## src/rtl/mem_arbiter_pkg.sv

```systemverilog
`default_nettype none
// +----------------------------------------------------------------------+
// | mem_arbiter_pkg                                                      |
// | Shared cache constants, arbiter state encoding and address mapping.  |
// | Revision: 1.0                                                        |
// +----------------------------------------------------------------------+
package mem_arbiter_pkg;

    localparam int unsigned CACHE_LINE_W = 512;
    localparam int unsigned OFFSET_W     = 6;
    localparam int unsigned INDEX_W      = 7;
    localparam int unsigned REQ_ADDR_W   = 21;
    localparam int unsigned MEM_ADDR_W   = 32;

    typedef enum logic [1:0] {
        ST_IDLE = 2'd0,
        ST_WB   = 2'd1,
        ST_RD   = 2'd2,
        ST_FILL = 2'd3
    } arb_state_t;

    // Line address carries byte-address bits [26:6]; rebuild the full byte address.
    function automatic logic [MEM_ADDR_W-1:0] line_to_mem_addr(input logic [REQ_ADDR_W-1:0] line_addr);
        return {{(MEM_ADDR_W - REQ_ADDR_W - OFFSET_W){1'b0}}, line_addr, {OFFSET_W{1'b0}}};
    endfunction

endpackage
`default_nettype wire

```

## src/rtl/mem_grant_sel.sv

```systemverilog
`default_nettype none
// +----------------------------------------------------------------------+
// | mem_grant_sel                                                        |
// | Write-back / refill priority select with prog/data round-robin.      |
// | Revision: 1.0                                                        |
// +----------------------------------------------------------------------+
module mem_grant_sel
    import mem_arbiter_pkg::*;
(
    input  logic main_clk,
    input  logic reset,
    input  logic advance,
    input  logic wb_pending,
    input  logic burst_below,
    input  logic elig_prog,
    input  logic elig_data,
    output logic grant_wb,
    output logic grant_prog,
    output logic grant_data
);

    logic r_rr_data;
    logic w_contend;

    assign w_contend = elig_prog && elig_data;

    always_comb begin
        grant_wb   = 1'b0;
        grant_prog = 1'b0;
        grant_data = 1'b0;
        if (wb_pending && burst_below) begin
            grant_wb = 1'b1;
        end else if (w_contend) begin
            grant_prog = !r_rr_data;
            grant_data = r_rr_data;
        end else if (elig_prog) begin
            grant_prog = 1'b1;
        end else if (elig_data) begin
            grant_data = 1'b1;
        end else if (wb_pending) begin
            grant_wb = 1'b1;
        end
    end

    // The pointer only moves on a real contention so prog wins the first one after reset.
    always_ff @(posedge main_clk or negedge reset) begin
        if (!reset) begin
            r_rr_data <= 1'b0;
        end else if (advance && w_contend && (grant_prog || grant_data)) begin
            r_rr_data <= grant_prog;
        end
    end

endmodule
`default_nettype wire

```

## src/rtl/mem_arbiter.sv

```systemverilog
`default_nettype none
// +----------------------------------------------------------------------+
// | mem_arbiter                                                          |
// | Arbitrates write-back FIFO and prog/data cache refills onto memory.  |
// | Revision: 1.0                                                        |
// +----------------------------------------------------------------------+
module mem_arbiter
    import mem_arbiter_pkg::*;
#(
    parameter int unsigned WB_BURST_MAX = 4,
    parameter int unsigned LINE_W       = CACHE_LINE_W
) (
    input  logic                  main_clk,
    input  logic                  reset,
    input  logic                  is_req_f_prog,
    input  logic [REQ_ADDR_W-1:0] req_addr_f_prog,
    input  logic                  is_req_f_data,
    input  logic [REQ_ADDR_W-1:0] req_addr_f_data,
    input  logic                  prog_line_full,
    input  logic                  data_line_full,
    input  logic                  fifo_empty,
    input  logic [31:0]           write_back_addr,
    input  logic [31:0]           write_back_data,
    output logic                  is_write_t_main,
    output logic                  mem_req,
    output logic                  mem_we,
    output logic [31:0]           mem_addr,
    output logic [31:0]           mem_wdata,
    input  logic                  mem_ack,
    input  logic [LINE_W-1:0]     mem_rdata,
    output logic                  is_write_prog_line,
    output logic [LINE_W-1:0]     read_main_prog_data,
    output logic [INDEX_W-1:0]    read_main_prog_addr,
    output logic                  is_write_data_line,
    output logic [LINE_W-1:0]     read_main_data_data,
    output logic [INDEX_W-1:0]    read_main_data_addr
);

    localparam int unsigned CNT_W = $clog2(WB_BURST_MAX + 1);

    arb_state_t            r_state;
    arb_state_t            w_next_state;
    logic [31:0]           r_wb_addr;
    logic [31:0]           r_wb_data;
    logic                  r_sel_data;
    logic [REQ_ADDR_W-1:0] r_line_addr;
    logic [LINE_W-1:0]     r_line;
    logic                  r_served_prog;
    logic                  r_served_data;
    logic [REQ_ADDR_W-1:0] r_served_addr_prog;
    logic [REQ_ADDR_W-1:0] r_served_addr_data;
    logic [CNT_W-1:0]      r_burst;

    logic w_idle, w_fill, w_burst_below;
    logic w_hold_prog, w_hold_data, w_elig_prog, w_elig_data;
    logic w_grant_wb, w_grant_prog, w_grant_data, w_grant_rd;

    assign w_idle        = (r_state == ST_IDLE) && reset;
    assign w_fill        = (r_state == ST_FILL);
    assign w_burst_below = (r_burst < CNT_W'(WB_BURST_MAX));

    // A served flag only blocks while the same line is still being asked for.
    assign w_hold_prog = r_served_prog && is_req_f_prog && (req_addr_f_prog == r_served_addr_prog);
    assign w_hold_data = r_served_data && is_req_f_data && (req_addr_f_data == r_served_addr_data);
    assign w_elig_prog = is_req_f_prog && !w_hold_prog && !prog_line_full;
    assign w_elig_data = is_req_f_data && !w_hold_data && !data_line_full;
    assign w_grant_rd  = w_grant_prog || w_grant_data;

    mem_grant_sel u_grant_sel (
        .main_clk    (main_clk),
        .reset       (reset),
        .advance     (w_idle),
        .wb_pending  (!fifo_empty),
        .burst_below (w_burst_below),
        .elig_prog   (w_elig_prog),
        .elig_data   (w_elig_data),
        .grant_wb    (w_grant_wb),
        .grant_prog  (w_grant_prog),
        .grant_data  (w_grant_data)
    );

    always_comb begin
        w_next_state    = r_state;
        is_write_t_main = 1'b0;
        mem_req         = 1'b0;
        mem_we          = 1'b0;
        mem_addr        = '0;
        case (r_state)
            ST_IDLE: begin
                if (w_idle && w_grant_wb) begin
                    is_write_t_main = 1'b1;
                    w_next_state    = ST_WB;
                end else if (w_idle && w_grant_rd) begin
                    w_next_state = ST_RD;
                end
            end
            ST_WB: begin
                mem_req  = 1'b1;
                mem_we   = 1'b1;
                mem_addr = r_wb_addr;
                if (mem_ack) w_next_state = ST_IDLE;
            end
            ST_RD: begin
                mem_req  = 1'b1;
                mem_addr = line_to_mem_addr(r_line_addr);
                if (mem_ack) w_next_state = ST_FILL;
            end
            ST_FILL: w_next_state = ST_IDLE;
            default: w_next_state = ST_IDLE;
        endcase
    end

    assign mem_wdata           = r_wb_data;
    assign is_write_prog_line  = w_fill && !r_sel_data;
    assign is_write_data_line  = w_fill && r_sel_data;
    assign read_main_prog_data = r_line;
    assign read_main_data_data = r_line;
    assign read_main_prog_addr = r_line_addr[INDEX_W-1:0];
    assign read_main_data_addr = r_line_addr[INDEX_W-1:0];

    always_ff @(posedge main_clk or negedge reset) begin
        if (!reset) begin
            r_state            <= ST_IDLE;
            r_wb_addr          <= '0;
            r_wb_data          <= '0;
            r_sel_data         <= 1'b0;
            r_line_addr        <= '0;
            r_line             <= '0;
            r_served_prog      <= 1'b0;
            r_served_data      <= 1'b0;
            r_served_addr_prog <= '0;
            r_served_addr_data <= '0;
            r_burst            <= '0;
        end else begin
            r_state <= w_next_state;
            if (w_idle && w_grant_wb) begin
                r_wb_addr <= write_back_addr;
                r_wb_data <= write_back_data;
                if (w_burst_below) r_burst <= r_burst + CNT_W'(1);
            end
            if (w_idle && w_grant_rd) begin
                r_sel_data  <= w_grant_data;
                r_line_addr <= w_grant_data ? req_addr_f_data : req_addr_f_prog;
                r_burst     <= '0;
            end
            if ((r_state == ST_RD) && mem_ack) r_line <= mem_rdata;
            r_served_prog <= (w_fill && !r_sel_data) ? 1'b1 : w_hold_prog;
            r_served_data <= (w_fill && r_sel_data) ? 1'b1 : w_hold_data;
            if (w_fill && !r_sel_data) r_served_addr_prog <= r_line_addr;
            if (w_fill && r_sel_data) r_served_addr_data <= r_line_addr;
        end
    end

endmodule
`default_nettype wire
```

## config.mk

```make
export PLATFORM = sky130hd
export DESIGN_NAME = mem_arbiter
export DESIGN_NICKNAME = d
export VERILOG_FILES = /design/src/rtl/mem_arbiter_pkg.sv /design/src/rtl/mem_grant_sel.sv /design/src/rtl/mem_arbiter.sv
export SDC_FILE = /design/constraint.sdc
export NUM_CORES = 1
export LEC_CHECK = 0
export BUFFER_PORTS_ARGS = -buffer_cell sky130_fd_sc_hd__clkbuf_2
export CELL_PAD_IN_SITES_DETAIL_PLACEMENT = 0
export CELL_PAD_IN_SITES_GLOBAL_PLACEMENT = 1
export CORE_AREA = 2 2 678 680
export CTS_CLUSTER_DIAMETER = 200
export DETAILED_ROUTE_END_ITERATION = 8
export DIE_AREA = 0 0 680 682
export PLACE_DENSITY = 0.33
export REMOVE_ABC_BUFFERS = 1
export SLEW_MARGIN = 10
export SYNTH_ARGS = -nofsm -noshare
export SYNTH_HDL_FRONTEND = slang
export SYNTH_HIERARCHICAL = 1
export SYNTH_SLANG_ARGS = --single-unit
export TNS_END_PERCENT = 10
```

## constraint.sdc

```tcl
create_clock -name main_clk -period 3.5 [get_ports main_clk]
set_clock_uncertainty 0.2 [all_clocks]
set_input_delay 0.35 -clock main_clk [delete_from_list [all_inputs] [get_ports main_clk]]
set_output_delay 0.35 -clock main_clk [all_outputs]
set_load 0.02 [all_outputs]
```

**Yosys cells after proc, flatten, opt, wreduce, memory -nomap -nowiden**

Cells that the tools add are included.

- Register bits: 648
- Input bits: 626
- Output and inout port bits: 1107

- $add $sub $neg: 1
- Order comparisons: 1
- Eq/ne operators: 8
- Multiplexer cells: 28
- Reductions and logical operators: 32

Operators with widths:

| cell | number |
|---|---|
| case mux 32 bit (2 select lines) | 1 |
| equality test 21 bit | 2 |
| two-way mux 21 bit | 1 |
| logical AND 1 bit | 18 |
| two-way mux 1 bit | 18 |
| two-way mux 3 bit | 3 |
| two-way mux 2 bit | 4 |
| case mux 2 bit (4 select lines) | 1 |
| logical NOT 1 bit | 7 |
| equality test 2 bit, second input constant | 2 |
| inequality test 2 bit, second input constant | 2 |
| nonzero test 2 bit | 2 |
| adder 3 x 1 -> 3 bit, second input constant | 1 |
| less-than comparator 3 bit, second input constant | 1 |
| inequality test 3 x 1 -> 1 bit, second input constant | 1 |
| AND reduction 3 bit | 1 |
| equality test 2 x 1 -> 1 bit, second input constant | 1 |
| logical NOT 2 bit | 1 |
| AND reduction 2 bit | 1 |
| OR reduction 2 bit | 1 |
| logical OR 1 bit | 1 |

**Logic depth before layout (Yosys ltp)**

- Word-level depth: 14
- Mapped depth: 12
- Gate-level depth less buffers: 10

**Modules after synthesis**

The synthesis kept the hierarchy.

By module, submodules not included:

| module | times used | cells an instance | area an instance (um^2) |
|---|---|---|---|
| mem_arbiter | 1 | 2225 | 31240.0 |
| mem_grant_sel | 1 | 10 | 80.1 |

**Worst setup path after synthesis**

OpenSTA, ideal clock, no wires.

- Path type: register to register
- Start point: register r_served_addr_prog[8]
- End point: register r_state[1]
- Arrival: 2.282 ns
- Data required time: 3.172 ns
- Setup slack: 0.891 ns
- Cell stages (with the launch flop): 11
- Buffers on the path: 1
- Clock period less this slack: 2.609 ns
- Cells stage by stage: dfrtp_1 xor2_1 nor4_1 nand4_1 o41a_1 nand2b_1 and3_2 buf_2 o21ai_4 a31oi_2 mux2_1

- Longest elaborated chain between the ends: 12
- Elaborated cells between the ends (all ways): 22
- Those cells by class: 2 x eq/ne; 11 x mux; 9 x reduce/logical

Ends and longest elaborated chain:

| what | line | RTL |
|---|---|---|
| start, declared | mem_arbiter.sv:50 | `logic [REQ_ADDR_W-1:0] r_served_addr_prog;` |
| start signal, assigned | mem_arbiter.sv:149 | `if (w_fill && !r_sel_data) r_served_addr_prog <= r_line_addr;` |
| equality test 21 bit (*) | mem_arbiter.sv:63 | `assign w_hold_prog = r_served_prog && is_req_f_prog && (req_addr_f_prog == r_served_addr_prog);` |
| logical AND 1 bit (*) | mem_arbiter.sv:63 |  |
| logical NOT 1 bit (*) | mem_arbiter.sv:65 | `assign w_elig_prog = is_req_f_prog && !w_hold_prog && !prog_line_full;` |
| logical AND 1 bit (*) (2 in a row) | mem_arbiter.sv:65 |  |
| via w_elig_prog | mem_arbiter.sv:55 | `logic w_hold_prog, w_hold_data, w_elig_prog, w_elig_data;` |
| two-way mux 1 bit / logical AND 1 bit (equally long branches) | mem_grant_sel.sv:36, mem_grant_sel.sv:25 |  |
| two-way mux 1 bit (*) | mem_grant_sel.sv:33 | `end else if (w_contend) begin` |
| two-way mux 1 bit (*) | mem_grant_sel.sv:31 | `if (wb_pending && burst_below) begin` |
| via w_grant_data | mem_arbiter.sv:56 | `logic w_grant_wb, w_grant_prog, w_grant_data, w_grant_rd;` |
| logical OR 1 bit (*) | mem_arbiter.sv:67 | `assign w_grant_rd = w_grant_prog \|\| w_grant_data;` |
| logical AND 1 bit (*) | mem_arbiter.sv:93 | `end else if (w_idle && w_grant_rd) begin` |
| inequality test 3 x 1 -> 1 bit (no line) (*) | n/a |  |
| AND reduction 3 bit (no line) (*) | n/a |  |
| end signal, assigned | mem_arbiter.sv:135 | `r_state <= w_next_state;` |
| end, declared | mem_arbiter.sv:41 | `arb_state_t r_state;` |

Mark *: on every way through the listed nets, which the timed path passes. The rest lies on a longest branch.
A chain may end at the register's enable or synchronous reset.

**Worst setup path after layout**

- Start point: register r_served_addr_prog[9]
- End point: output port is_write_t_main

- Longest elaborated chain between the ends: 11
- Elaborated cells between the ends (all ways): 12
- Those cells by class: 1 x eq/ne; 5 x mux; 6 x reduce/logical

Ends and longest elaborated chain:

| what | line | RTL |
|---|---|---|
| equality test 21 bit (*) | mem_arbiter.sv:63 |  |
| logical AND 1 bit (*) | mem_arbiter.sv:63 |  |
| logical NOT 1 bit (*) | mem_arbiter.sv:65 |  |
| logical AND 1 bit (*) (2 in a row) | mem_arbiter.sv:65 |  |
| via w_elig_prog | mem_arbiter.sv:55 |  |
| two-way mux 1 bit / logical AND 1 bit (equally long branches) | mem_grant_sel.sv:36, mem_grant_sel.sv:25 |  |
| two-way mux 1 bit (*) | mem_grant_sel.sv:33 |  |
| two-way mux 1 bit (*) | mem_grant_sel.sv:31 |  |
| via w_grant_wb | mem_arbiter.sv:56 |  |
| logical AND 1 bit (*) | mem_arbiter.sv:90 | `if (w_idle && w_grant_wb) begin` |
| two-way mux 1 bit (*) | mem_arbiter.sv:90 |  |
| two-way mux 1 bit (*) | mem_arbiter.sv:88 | `case (r_state)` |
| end, declared | mem_arbiter.sv:24 | `output logic is_write_t_main,` |

Marks and branches as above.

==> impl_metrics.prom <==
# TYPE chip_impl_metric gauge
chip_impl_info{name="status",value="finished, violations left"} 1
chip_impl_info{name="violated_checks",value="negative setup slack"} 1
chip_impl_metric{name="max_slew_margin",unit="%"} 46.6
chip_impl_info{name="worstPathCellList",value="xor2_1 > nor4_2 > buf_4 > nand4_1 > o41a_1 > nor2_1 > o21a_1 > nand3_4 > clkinv_4 > buf_8"} 1
chip_impl_metric{name="globalRouteTotalUtil",unit="%"} 13.6
chip_impl_metric{name="design.die.area",unit="um2"} 464000
chip_impl_metric{name="report.final.hold_viol_count",unit=""} 0
chip_impl_metric{name="antenna_found_initial",unit=""} 93
chip_impl_metric{name="via_count",unit=""} 26300
chip_impl_metric{name="drive_above_1_share",unit="%"} 57.8
chip_impl_info{name="endpoint_kind",value="output port"} 1
chip_impl_metric{name="clock.fmax",unit="MHz"} 273
chip_impl_metric{name="globalplace.congestion",unit=""} 1.04
chip_impl_metric{name="final_max_slew_viol_count",unit=""} 0
chip_impl_metric{name="postRouteWirelength",unit="um"} 327000
chip_impl_metric{name="drtIter0Drc",unit=""} 1063
chip_impl_metric{name="worst_ep_arrival_time",unit="ps"} 3110
chip_impl_info{name="setup_repair_after_global_routing_missed_its_margin",value="yes"} 1
chip_impl_metric{name="synth_enable_flop_cells",unit=""} 0
chip_impl_metric{name="number_of_global_route_vias_before_repair",unit=""} 28100
chip_impl_metric{name="worst_skew_pair.late_latency",unit="ps"} 820
chip_impl_metric{name="finish.net_count",unit=""} 4948
chip_impl_metric{name="ant_nets",unit=""} 0
chip_impl_metric{name="worst-path-max-fanout",unit=""} 2
chip_impl_info{name="synth_area_leader_cell",value="sky130_fd_sc_hd__dfrtp_1"} 1
chip_impl_info{name="tritoncts_clock_tree",value="done"} 1
chip_impl_metric{name="worstPathBufferInverterCount",unit=""} 3
chip_impl_metric{name="power-per-cell-area",unit="nW/um2"} 1150
chip_impl_info{name="cpLargestDelayFamily",value="simple AND/OR/NAND/NOR gates"} 1
chip_impl_info{name="holdCritStartpoint",value="write_back_data[21]"} 1
chip_impl_metric{name="grt_overflow_total",unit=""} 0
chip_impl_metric{name="dr_wl_met2",unit="um"} 159000
chip_impl_metric{name="synth-seq-cells",unit=""} 648
chip_impl_metric{name="cts_max_level",unit=""} 3
chip_impl_metric{name="crit_required",unit="ps"} 2950
chip_impl_metric{name="timing.final.crit_share",unit="%"} 105
chip_impl_metric{name="ioPinCount",unit=""} 1733
chip_impl_info{name="synthTopCellsByCount",value="648 x sky130_fd_sc_hd__dfrtp_1, 530 x sky130_fd_sc_hd__buf_4, 480 x sky130_fd_sc_hd__mux2_4"} 1
chip_impl_metric{name="worst_ir_drop_vdd",unit="V"} 0.000668
chip_impl_info{name="synth.most_common_cell",value="sky130_fd_sc_hd__dfrtp_1"} 1
chip_impl_metric{name="met3WireLength",unit="um"} 52000
chip_impl_metric{name="grt_first_pass_wirelength",unit="um"} 392000
chip_impl_metric{name="yosysWarnings",unit=""} 6
chip_impl_info{name="r2r_start",value="r_served_addr_data[0]"} 1
chip_impl_metric{name="drcViolationCount",unit=""} 0
chip_impl_metric{name="rows",unit=""} 249
chip_impl_metric{name="drv_cap",unit=""} 0
chip_impl_metric{name="synth_cells",unit=""} 2235
chip_impl_metric{name="netlist_area",unit="um2"} 31300
chip_impl_info{name="ys.flop_type",value="sky130_fd_sc_hd__dfrtp_1"} 1
chip_impl_metric{name="grt_max_degree",unit=""} 113
chip_impl_metric{name="synthDistinctLibCells",unit=""} 38
chip_impl_metric{name="max-clock-path-buffers",unit=""} 4
chip_impl_metric{name="path_clk_slew",unit="ps"} 60
chip_impl_info{name="slowest_stage",value="sky130_fd_sc_hd__o41a_1"} 1
chip_impl_metric{name="tritoncts.num_buffers",unit=""} 100
chip_impl_info{name="highest-signal-layer",value="met5"} 1
chip_impl_info{name="worst_setup_path_start_kind",value="flop"} 1
chip_impl_metric{name="final_critical_path_setup_slack",unit="ps"} -162
chip_impl_info{name="worst-setup-path-type",value="flop to output port"} 1
chip_impl_info{name="synth.top_cells.by_area",value="sky130_fd_sc_hd__dfrtp_1 52%, sky130_fd_sc_hd__mux2_4 23%, sky130_fd_sc_hd__buf_4 13%"} 1
chip_impl_metric{name="die_height",unit="um"} 682
chip_impl_metric{name="synth_area_per_cell",unit="um2"} 14.0
chip_impl_metric{name="setup-violations-final",unit=""} 1
chip_impl_metric{name="synth_top_area_share",unit="%"} 51.8
chip_impl_metric{name="finalPower",unit="W"} 0.0635
chip_impl_metric{name="hold_slack",unit="ps"} 111
chip_impl_metric{name="drt-vias-per-instance",unit=""} 2.52
chip_impl_metric{name="period_minus_slack",unit="ps"} 3660
chip_impl_metric{name="detailedPlace.worstSlack",unit="ps"} 117
chip_impl_metric{name="die_w",unit="um"} 680
chip_impl_metric{name="worst_path_largest_cell_delay",unit="ps"} 420
chip_impl_metric{name="detail_route.wirelength.met1",unit="um"} 107000
chip_impl_metric{name="design.core.area",unit="um2"} 457000
chip_impl_info{name="min_path_type",value="input port to flop"} 1
chip_impl_metric{name="area.growth.synth_to_final",unit="%"} 75.7
chip_impl_metric{name="tightest_slew",unit="ps"} 801
chip_impl_metric{name="async_reset_ff_share",unit="%"} 100
chip_impl_info{name="clock_tree.root_cell",value="sky130_fd_sc_hd__clkbuf_16"} 1
chip_impl_metric{name="portBuffers",unit=""} 1732
chip_impl_metric{name="drt_pre_antenna_iters",unit=""} 5
chip_impl_info{name="crit_start",value="r_served_addr_prog[9]"} 1
chip_impl_metric{name="synth.yosys.seq_area_share",unit="%"} 51.8
chip_impl_metric{name="post-dp-hpwl",unit="um"} 294000
chip_impl_metric{name="floorplan.initialDensity",unit="%"} 6.85
chip_impl_metric{name="p_leak",unit="nW"} 26.2
chip_impl_metric{name="setup.reg_to_reg.worst_slack",unit="ps"} 290
chip_impl_metric{name="routedWlPerCell",unit="um"} 31.3
chip_impl_metric{name="clock-sinks",unit=""} 648
==> area by class of cell <==
| cell class | instances | area, um2 |
|---|---|---|
| Multi-Input combinational cell | 962 | 10400 |
| Clock inverter | 31 | 360 |
| Inverter | 8 | 35.0 |
| Clock buffer | 143 | 2950 |
| Tap cell | 6024 | 7540 |
| Sequential cell | 648 | 16200 |
| Antenna cell | 41 | 103 |
| Fill cell | 52400 | 402000 |
| Timing Repair Buffer | 2596 | 17400 |
==> worst min-delay path, stage by stage <==
cell and delay [ps]:
sky130_fd_sc_hd__dlygate4sd3_1 520, sky130_fd_sc_hd__clkbuf_2 100, sky130_fd_sc_hd__nand2_1 40, sky130_fd_sc_hd__nand2_1 40
==> layer usage <==
layer,vias to the layer above,global-route usage (%)
met1,13500,12.9
li1,11200,-
met4,32,3.31
met3,336,9.93
met5,-,0.0937
met2,1240,23.3
==> repair_timing <==
action	CTS	global route
setup endpoints to repair	18	2
hold buffers	785	0
buffers inserted	4	1
cloned	0	0
gates resized for setup	12	3
pin swaps	4	3
endpoints found under the hold margin	967	0
==> placed cells by master, fill, tap and decap left out, drive strengths merged <==
| master | synthesis | routed |
|---|---|---|
| clkbuf | 14 | 1870 |
| dlygate4sd3 | 0 | 784 |
| dfrtp | 648 | 648 |
| mux2 | 555 | 555 |
| nand2 | 221 | 221 |
| buf | 603 | 85 |
| diode | 0 | 41 |
| xor2 | 26 | 26 |
| mux2i | 23 | 23 |
| o21ai | 23 | 23 |
| nor2b | 22 | 22 |
| a22oi | 21 | 21 |
| xnor2 | 18 | 18 |
| inv | 8 | 14 |
| and2 | 13 | 13 |
| clkinv | 0 | 13 |
| nor4 | 7 | 7 |
| nand4 | 6 | 6 |
| bufinv | 0 | 6 |
| clkinvlp | 0 | 6 |
| ha | 6 | 6 |
| nor2 | 5 | 5 |
| nand2b | 2 | 2 |
| a21boi | 2 | 2 |
| a21oi | 2 | 2 |
| nand3 | 2 | 2 |
| a311oi | 1 | 1 |
| o41ai | 1 | 1 |
| a31o | 1 | 1 |
| o41a | 1 | 1 |
| a31oi | 1 | 1 |
| a22o | 1 | 1 |
| and3 | 1 | 1 |
| o21a | 1 | 1 |
==> cell families after synthesis <==
group                    share of synthesized area, %
flip-flops                                       51.8
buffers and inverters                            15.3
multiplexers                                     26.4
AND/OR/NAND/NOR                                  3.80
AO/OA/AOI/OAI                                    1.20
XOR/XNOR                                         1.23
adder cells (fa/ha/maj)                         0.240
==> power breakdown <==
group	internal [W]	switching, W	total (W)
Combinational	0.0110	0.0252	0.0362
Clock	0.00626	0.00419	0.0105
Sequential	0.0113	0.00554	0.0168
Total	0.0286	0.0350	0.0635
==> metrics by stage <==
step,cells,TNS (ps),utilization [%],cell area (um2)
floorplan,1618,-2004620,-,26600
global placement,9448,0,9.54,43600
detailed placement,9448,0,9.54,43600
CTS,10400,-401,12.0,54900
global route,10400,-382,12.0,55000
finish,10500,-162,12.0,55000
==> flip-flops by register name (all words and copies together) (netlist names) <==
signal                 flops
read_main_data_data      512
mem_wdata                 32
r_wb_addr                 32
r_line_addr               21
r_served_addr_data        21
r_served_addr_prog        21
r_burst                    3
r_state                    2
r_sel_data                 1
r_served_data              1
r_served_prog              1
u_grant_sel/r_rr_data      1
==> path summary, 6_finish.rpt <==
kind,endpoint,cells after the start
max,is_write_t_main,10
min,mem_wdata[21],4
max reg2reg,u_grant_sel/r_rr_data,8
min reg2reg,r_wb_addr[28],2
max in group asynchronous,read_main_data_data[395],5
min in group asynchronous,r_served_addr_prog[1],4
No activity file was read; power rests on OpenSTA's default activity.
